==> src/rtl/vga_link_monitor.sv <==
// vga_link_monitor: receive-side checker for a VGA hsync/vsync/rgb bundle.
// Recovers pixel coordinates, verifies line and frame timing, reports lock
// and timing errors, and accumulates a 16-bit per-frame pixel checksum.

module vga_link_monitor #(
   parameter int H_SYNC   = 96,
   parameter int H_BP     = 48,
   parameter int H_ACTIVE = 640,
   parameter int H_TOTAL  = 800,
   parameter int V_SYNC   = 2,
   parameter int V_BP     = 33,
   parameter int V_ACTIVE = 480,
   parameter int V_TOTAL  = 525,
   parameter int SYNC_LOW = 1
) (
   input  logic        sys_clk,
   input  logic        sys_rst_n,
   input  logic        pix_en,
   input  logic        hsync,
   input  logic        vsync,
   input  logic [11:0] rgb,
   output logic        locked,
   output logic        timing_err,
   output logic        frame_done,
   output logic [15:0] frame_sum,
   output logic        pix_valid,
   output logic [9:0]  pix_x,
   output logic [9:0]  pix_y,
   output logic [11:0] pix_rgb
);

   typedef enum logic [1:0] {
      ST_SEARCH  = 2'd0,
      ST_MEASURE = 2'd1,
      ST_LOCKED  = 2'd2
   } state_t;

   localparam logic [9:0]  H_ACT_LO  = 10'(H_SYNC + H_BP);
   localparam logic [9:0]  H_ACT_HI  = 10'(H_SYNC + H_BP + H_ACTIVE);
   localparam logic [9:0]  V_ACT_LO  = 10'(V_SYNC + V_BP);
   localparam logic [9:0]  V_ACT_HI  = 10'(V_SYNC + V_BP + V_ACTIVE);
   localparam logic [10:0] H_SYNC_W  = 11'(H_SYNC);
   localparam logic [10:0] H_TOTAL_W = 11'(H_TOTAL);
   localparam logic [10:0] V_TOTAL_W = 11'(V_TOTAL);

   state_t      state_q, state_d;
   logic [9:0]  h_pos_q, h_pos_d;
   logic [9:0]  v_line_q, v_line_d;
   logic        hs_prev_q, hs_prev_d;
   logic        vs_prev_q, vs_prev_d;
   logic        skip_q, skip_d;
   logic [15:0] acc_q, acc_d;
   logic        locked_q, locked_d;
   logic        timing_err_q, timing_err_d;
   logic        frame_done_q, frame_done_d;
   logic [15:0] frame_sum_q, frame_sum_d;
   logic        pix_valid_q, pix_valid_d;
   logic [9:0]  pix_x_q, pix_x_d;
   logic [9:0]  pix_y_q, pix_y_d;
   logic [11:0] pix_rgb_q, pix_rgb_d;

   logic hs_now, vs_now, hs_rise, hs_fall, vs_rise;
   logic pix_active, checking, any_err;

   // Syncs normalised to active-high; edges only count on pixel strobes.
   assign hs_now  = (SYNC_LOW != 0) ? ~hsync : hsync;
   assign vs_now  = (SYNC_LOW != 0) ? ~vsync : vsync;
   assign hs_rise = pix_en & hs_now & ~hs_prev_q;
   assign hs_fall = pix_en & ~hs_now & hs_prev_q;
   assign vs_rise = pix_en & vs_now & ~vs_prev_q;

   // The position of the sample being taken is the updated counter value.
   assign pix_active = pix_en
                     & (h_pos_d >= H_ACT_LO) & (h_pos_d < H_ACT_HI)
                     & (v_line_d >= V_ACT_LO) & (v_line_d < V_ACT_HI);

   assign checking = (state_q != ST_SEARCH);

   // Sync width at deassertion, line length and frame length at assertion.
   // The line check is skipped for the first line after entering MEASURE.
   assign any_err = checking & (
        (hs_fall & (({1'b0, h_pos_q} + 11'd1) != H_SYNC_W))
      | (hs_rise & ~skip_q & (({1'b0, h_pos_q} + 11'd1) != H_TOTAL_W))
      | (vs_rise & (({1'b0, v_line_q} + 11'd1) != V_TOTAL_W)));

   // Position counters, sync history, first-line skip flag and checksum.
   always_comb begin
      // NOTE: every always_comb output gets a default first, so no path leaves it unassigned and infers a latch.
      h_pos_d   = h_pos_q;
      v_line_d  = v_line_q;
      hs_prev_d = hs_prev_q;
      vs_prev_d = vs_prev_q;
      skip_d    = skip_q;
      if (pix_en) begin
         hs_prev_d = hs_now;
         vs_prev_d = vs_now;
         if (hs_rise)                 h_pos_d = '0;
         else if (h_pos_q != 10'h3FF) h_pos_d = h_pos_q + 10'd1;
         if (vs_rise)                            v_line_d = '0;
         else if (hs_rise && v_line_q != 10'h3FF) v_line_d = v_line_q + 10'd1;
         if (!checking && vs_rise) skip_d = 1'b1;
         else if (hs_rise)         skip_d = 1'b0;
      end
      acc_d = acc_q;
      if (vs_rise)         acc_d = '0;
      else if (pix_active) acc_d = acc_q + {4'd0, rgb};
   end

   // Next-state logic: an error always drops back to SEARCH.
   always_comb begin
      state_d = state_q;
      case (state_q)
         ST_SEARCH:  if (vs_rise) state_d = ST_MEASURE;
         ST_MEASURE: if (any_err) state_d = ST_SEARCH;
                     else if (vs_rise) state_d = ST_LOCKED;
         ST_LOCKED:  if (any_err) state_d = ST_SEARCH;
         default:    state_d = ST_SEARCH;
      endcase
   end

   // Output logic: pulses, lock flag, checksum latch and pixel report.
   always_comb begin
      timing_err_d = any_err;
      frame_done_d = checking & vs_rise & ~any_err;
      locked_d     = (state_d == ST_LOCKED);
      frame_sum_d  = frame_done_d ? acc_q : frame_sum_q;
      pix_valid_d  = checking & pix_active;
      pix_x_d      = pix_x_q;
      pix_y_d      = pix_y_q;
      pix_rgb_d    = pix_rgb_q;
      if (pix_valid_d) begin
         pix_x_d   = h_pos_d - H_ACT_LO;
         pix_y_d   = v_line_d - V_ACT_LO;
         pix_rgb_d = rgb;
      end
   end

   // State register with synchronous active-low reset.
   always_ff @(posedge sys_clk) begin
      // NOTE: sequential state uses non-blocking assignments so every register samples pre-edge values.
      if (!sys_rst_n) state_q <= ST_SEARCH;
      else            state_q <= state_d;
   end

   // Datapath and output registers.
   always_ff @(posedge sys_clk) begin
      if (!sys_rst_n) begin
         h_pos_q      <= '0;
         v_line_q     <= '0;
         hs_prev_q    <= 1'b0;
         vs_prev_q    <= 1'b0;
         skip_q       <= 1'b0;
         acc_q        <= '0;
         locked_q     <= 1'b0;
         timing_err_q <= 1'b0;
         frame_done_q <= 1'b0;
         frame_sum_q  <= '0;
         pix_valid_q  <= 1'b0;
         pix_x_q      <= '0;
         pix_y_q      <= '0;
         pix_rgb_q    <= '0;
      end else begin
         h_pos_q      <= h_pos_d;
         v_line_q     <= v_line_d;
         hs_prev_q    <= hs_prev_d;
         vs_prev_q    <= vs_prev_d;
         skip_q       <= skip_d;
         acc_q        <= acc_d;
         locked_q     <= locked_d;
         timing_err_q <= timing_err_d;
         frame_done_q <= frame_done_d;
         frame_sum_q  <= frame_sum_d;
         pix_valid_q  <= pix_valid_d;
         pix_x_q      <= pix_x_d;
         pix_y_q      <= pix_y_d;
         pix_rgb_q    <= pix_rgb_d;
      end
   end

   assign locked     = locked_q;
   assign timing_err = timing_err_q;
   assign frame_done = frame_done_q;
   assign frame_sum  = frame_sum_q;
   assign pix_valid  = pix_valid_q;
   assign pix_x      = pix_x_q;
   assign pix_y      = pix_y_q;
   assign pix_rgb    = pix_rgb_q;

endmodule

==> config.mk <==
export PLATFORM = sky130hd
export DESIGN_NAME = vga_link_monitor
export DESIGN_NICKNAME = d
export VERILOG_FILES = /design/src/rtl/vga_link_monitor.sv
export SDC_FILE = /design/constraint.sdc
export NUM_CORES = 1
export LEC_CHECK = 0
export ABC_CLOCK_PERIOD_IN_PS = 9800
export BUFFER_PORTS_ARGS = -buffer_cell sky130_fd_sc_hd__buf_2
export CAP_MARGIN = 20
export CORE_MARGIN = 3
export CORE_UTILIZATION = 45
export CTS_CLUSTER_DIAMETER = 50
export DETAILED_ROUTE_END_ITERATION = 10
export GPL_TIMING_DRIVEN = 0
export HOLD_SLACK_MARGIN = 0.15
export REMOVE_ABC_BUFFERS = 1
export SKIP_CTS_REPAIR_TIMING = 1
export SYNTH_ARGS = -nofsm -noshare
export SYNTH_HDL_FRONTEND = slang
export SYNTH_SLANG_ARGS = --single-unit
==> constraint.sdc <==
create_clock -name sys_clk -period 9.8 [get_ports sys_clk]
set_clock_uncertainty 0.05 [all_clocks]
set_input_delay 0.98 -clock sys_clk [delete_from_list [all_inputs] [get_ports sys_clk]]
set_output_delay 0.98 -clock sys_clk [all_outputs]
set_load 0.01 [all_outputs]
==> run_results.csv <==
group,metric,value,unit
run_status,status,"finished, final reports clean",
pwr,total_power,0.000805,W
cts,numCtsBuffers,9,
floorplan,dieArea,12600,um^2
drt,drc,0,
drt,wl,12600,um
critical_path,setup.worst_path.class,"input pin to flop",
critical_path,crit_arrival,5290,ps
grt,busiest_layer,"met2",
grt,use_met1,0.283,
critical_path,crit_fanout,28,
grt,grt_usage,0.203,
floorplan,die_w,112,um
placement,dpl.hpwl,8780,um
logic_synthesis,synth.largest_area_cell,"dfxtp_1",
drt,dr.pass1.iters,5,
pwr,power_density,139,nW/um^2
drt,routedWlPerCell,15.5,um
run,cap_violations,0,
logic_synthesis,synthesis.area,5080,um^2
drt,drt_iter0_drc,261,
floorplan,core,10900,um^2
sta,min_period,5100,ps
grt,grt_pass1_wl,21300,um
final_layout,final_nets,706,
critical_path,slowest_delay,930,ps
drt,via_per_inst,5.65,
logic_synthesis,synth_area_per_cell,8.11,um^2
sta,worstMarginPinSlew,1090,ps
placement,gp_congestion,0.822,
logic_synthesis,yosys_register_bits,93,
sta,setup-tns-final,0,ps
pwr,p_leak,2.42,nW
grt,antenna_found_initial,0,
floorplan,die_h,112,um
sta,rsz0062_at_grt,"no",
sta,finalCritPeriodShare,0.520,
final_layout,area_growth,14.1,%
grt,globalRouteOverflowTotal,0,
final_layout,nFillCells,1017,
critical_path,critPathLaunchType,"input pin",
grt,first_global_vias,4299,
final_layout,diodes,0,
cts,cts_sinks,93,
sta,fmax,0.196,GHz
cts,cts-root-buf,"clkbuf_16",
cts,cts_tree,"built",
floorplan,start_util,0.464,
logic_synthesis,async_flop_share,0,
critical_path,cp-end-kind,"flop",
cts,htreeDepth,3,
logic_synthesis,synth_edf_count,0,
cts,cts.clk_slew.worst_paths,70,ps
floorplan,core.rowCount,38,
sta,final_max_slew_viol_count,0,
critical_path,rrSetupSlack,5130,ps
grt,grt_max_degree,59,
worst_hold_path,hold_path.class,"flop to flop",
cts,clk_latency,340,ps
pwr,ir_drop,0.0000854,V
logic_synthesis,yosysSeqAreaShare,0.367,
drt,vias,4597,
sta,hold_viol_final,0,
logic_synthesis,synth_cell_type_count,70,
critical_path,cp_cell_sequence,"buf_2 > nor3b_2 > o31ai_2 > xnor2_1 > nor2_1 > ha_1 > nor3_1 > nand4b_1 > a211oi_4 > buf_8 > nor2_1 > a211oi_2",
critical_path,critical_path.slowest_cell,"nor3b_2",
logic_synthesis,ys_top_cells_by_area,"dfxtp_1 37%, nand2_1 5.4%, nand3_1 4.6%",
final_layout,drive_gt1_frac,0.163,
critical_path,cpMostUsedCell,"nor2_1",
floorplan,ios,69,
logic_synthesis,synth.top_cell.area_share,0.367,
grt,use_met2,0.315,
placement,portBuffers,68,
logic_synthesis,syn_inst,626,
logic_synthesis,yosys_warnings,0,
sta,setup_viol,0,
critical_path,cp.required,9990,ps
grt,met3_usage,0.0404,
logic_synthesis,ys.flop_type,"dfxtp_1",
drt,ant_nets,0,
cts,cts_max_path_buffers,2,
sta,slew_headroom,0.276,
[layer usage]
layer	vias up	part of all wire
li1	2337	-
met1	2148	0.48
met2	96	0.46
met3	16	0.042
met4	0	0.014
met5	-	0
[metrics by stage]
step	hold WS [ps]	instances	util	setup WS, ps	area (um^2)
3_3_place_gp	387	796	0.495	3260	5410
6_report	404	814	0.530	4700	5790
3_5_place_dp	399	799	0.501	4390	5480
4_1_cts	407	814	0.530	4730	5790
2_1_floorplan	393	588	-	5020	4890
5_1_grt	435	814	0.530	4260	5790
[worst max-delay path, delay by kind of cell]
| family | cells | cell delay, ps |
|---|---|---|
| and+or+nand+nor | 5 | 1760 |
| AOI/OAI and AO/OA | 3 | 1240 |
| buffers and inverters | 2 | 650 |
| xor gates and xnor gates | 1 | 330 |
| adders and majority gates | 1 | 310 |
[synth_stat cells, types with 5 or more instances]
library cell / n
clkbuf_1: 15
a211oi_1: 8
a21oi_1: 25
nand2_1: 73
o21ai_0: 46
o21a_1: 5
nand3_1: 47
mux2i_1: 20
or3_1: 5
dfxtp_1: 93
a21o_1: 5
and3_1: 8
buf_2: 18
nand4_1: 9
ha_1: 18
and2_1: 11
o31ai_1: 5
xor2_1: 7
or2_2: 5
xnor2_1: 15
inv_1: 14
o211ai_1: 6
nor3_1: 19
nor2_1: 61
[final cells by class]
| class | count | area [um^2] | area share |
|---|---|---|---|
| multi-input cells | 480 | 2990 | 0.516 |
| clock inverters | 5 | 85.1 | 0.0147 |
| inverters | 15 | 57.6 | 0.00994 |
| repair buffers | 71 | 398 | 0.0687 |
| flip-flops and latches | 93 | 1860 | 0.321 |
| clock buffers | 10 | 229 | 0.0395 |
| well taps | 140 | 175 | 0.0302 |
[placed cells by master (no fill, tap or decap), drive strengths merged, types with 3 or more instances in the layout]
cell type,synthesis,routed
nor2b,3,3
o21ai,48,48
inv,14,15
a211oi,13,13
or3,5,5
or2,5,5
or4,4,4
o31ai,6,6
o22ai,4,4
nor4,4,4
a21oi,25,25
a22oi,4,4
nand3,47,47
a31o,4,4
nor3,19,19
a21o,5,5
nor4b,3,3
o21bai,3,3
mux2i,20,20
clkbuf,16,10
o21a,5,5
o211ai,6,6
nand2,73,73
dfxtp,93,93
a31oi,4,4
xnor2,15,15
ha,18,18
nand2b,4,4
nor2,62,62
and3,8,8
a41oi,3,3
buf,22,71
and2,11,11
xor2,7,7
nand4,10,10
[kinds of logic (layout without fill, tap and decap cells)]
| group | Yosys count | after routing | synth area share |
|---|---|---|---|
| DFF | 93 | 93 | 0.367 |
| buffers and inverters | 53 | 101 | 0.0475 |
| adders and majority gates | 19 | 19 | 0.0483 |
| AOI/OAI and AO/OA | 150 | 150 | 0.200 |
| and+or+nand+nor | 268 | 268 | 0.258 |
| xor gates and xnor gates | 22 | 22 | 0.0379 |
| muxes | 21 | 21 | 0.0416 |
[sequential cells by signal (all words and copies together) (netlist names), 2 cells and up]
signal and cells:
acc_q 16, frame_sum 16, h_pos_q 10, pix_rgb 12, pix_x 10, pix_y 10
state_q 2, v_line_q 10
[worst paths after layout]
kind | end | depth (start not counted) | start
worst max-delay path | pix_x[6]$_SDFFE_PN0P_ | 12 | pix_en
worst max register to register | pix_x[6]$_SDFFE_PN0P_ | 15 | h_pos_q[0]$_SDFF_PN0_
worst min register to register | pix_y[7]$_SDFFE_PN0P_ | 2 | pix_y[7]$_SDFFE_PN0P_
worst min-delay path | pix_y[7]$_SDFFE_PN0P_ | 2 | pix_y[7]$_SDFFE_PN0P_
[where the power goes]
part | leakage, nW | switching, W | internal [W]
registers | 0.750 | 0.00000268 | 0.000380
clock network | 0.149 | 0.000151 | 0.000224
logic | 1.52 | 0.0000331 | 0.0000151
Power figures use the tool's default switching activity.
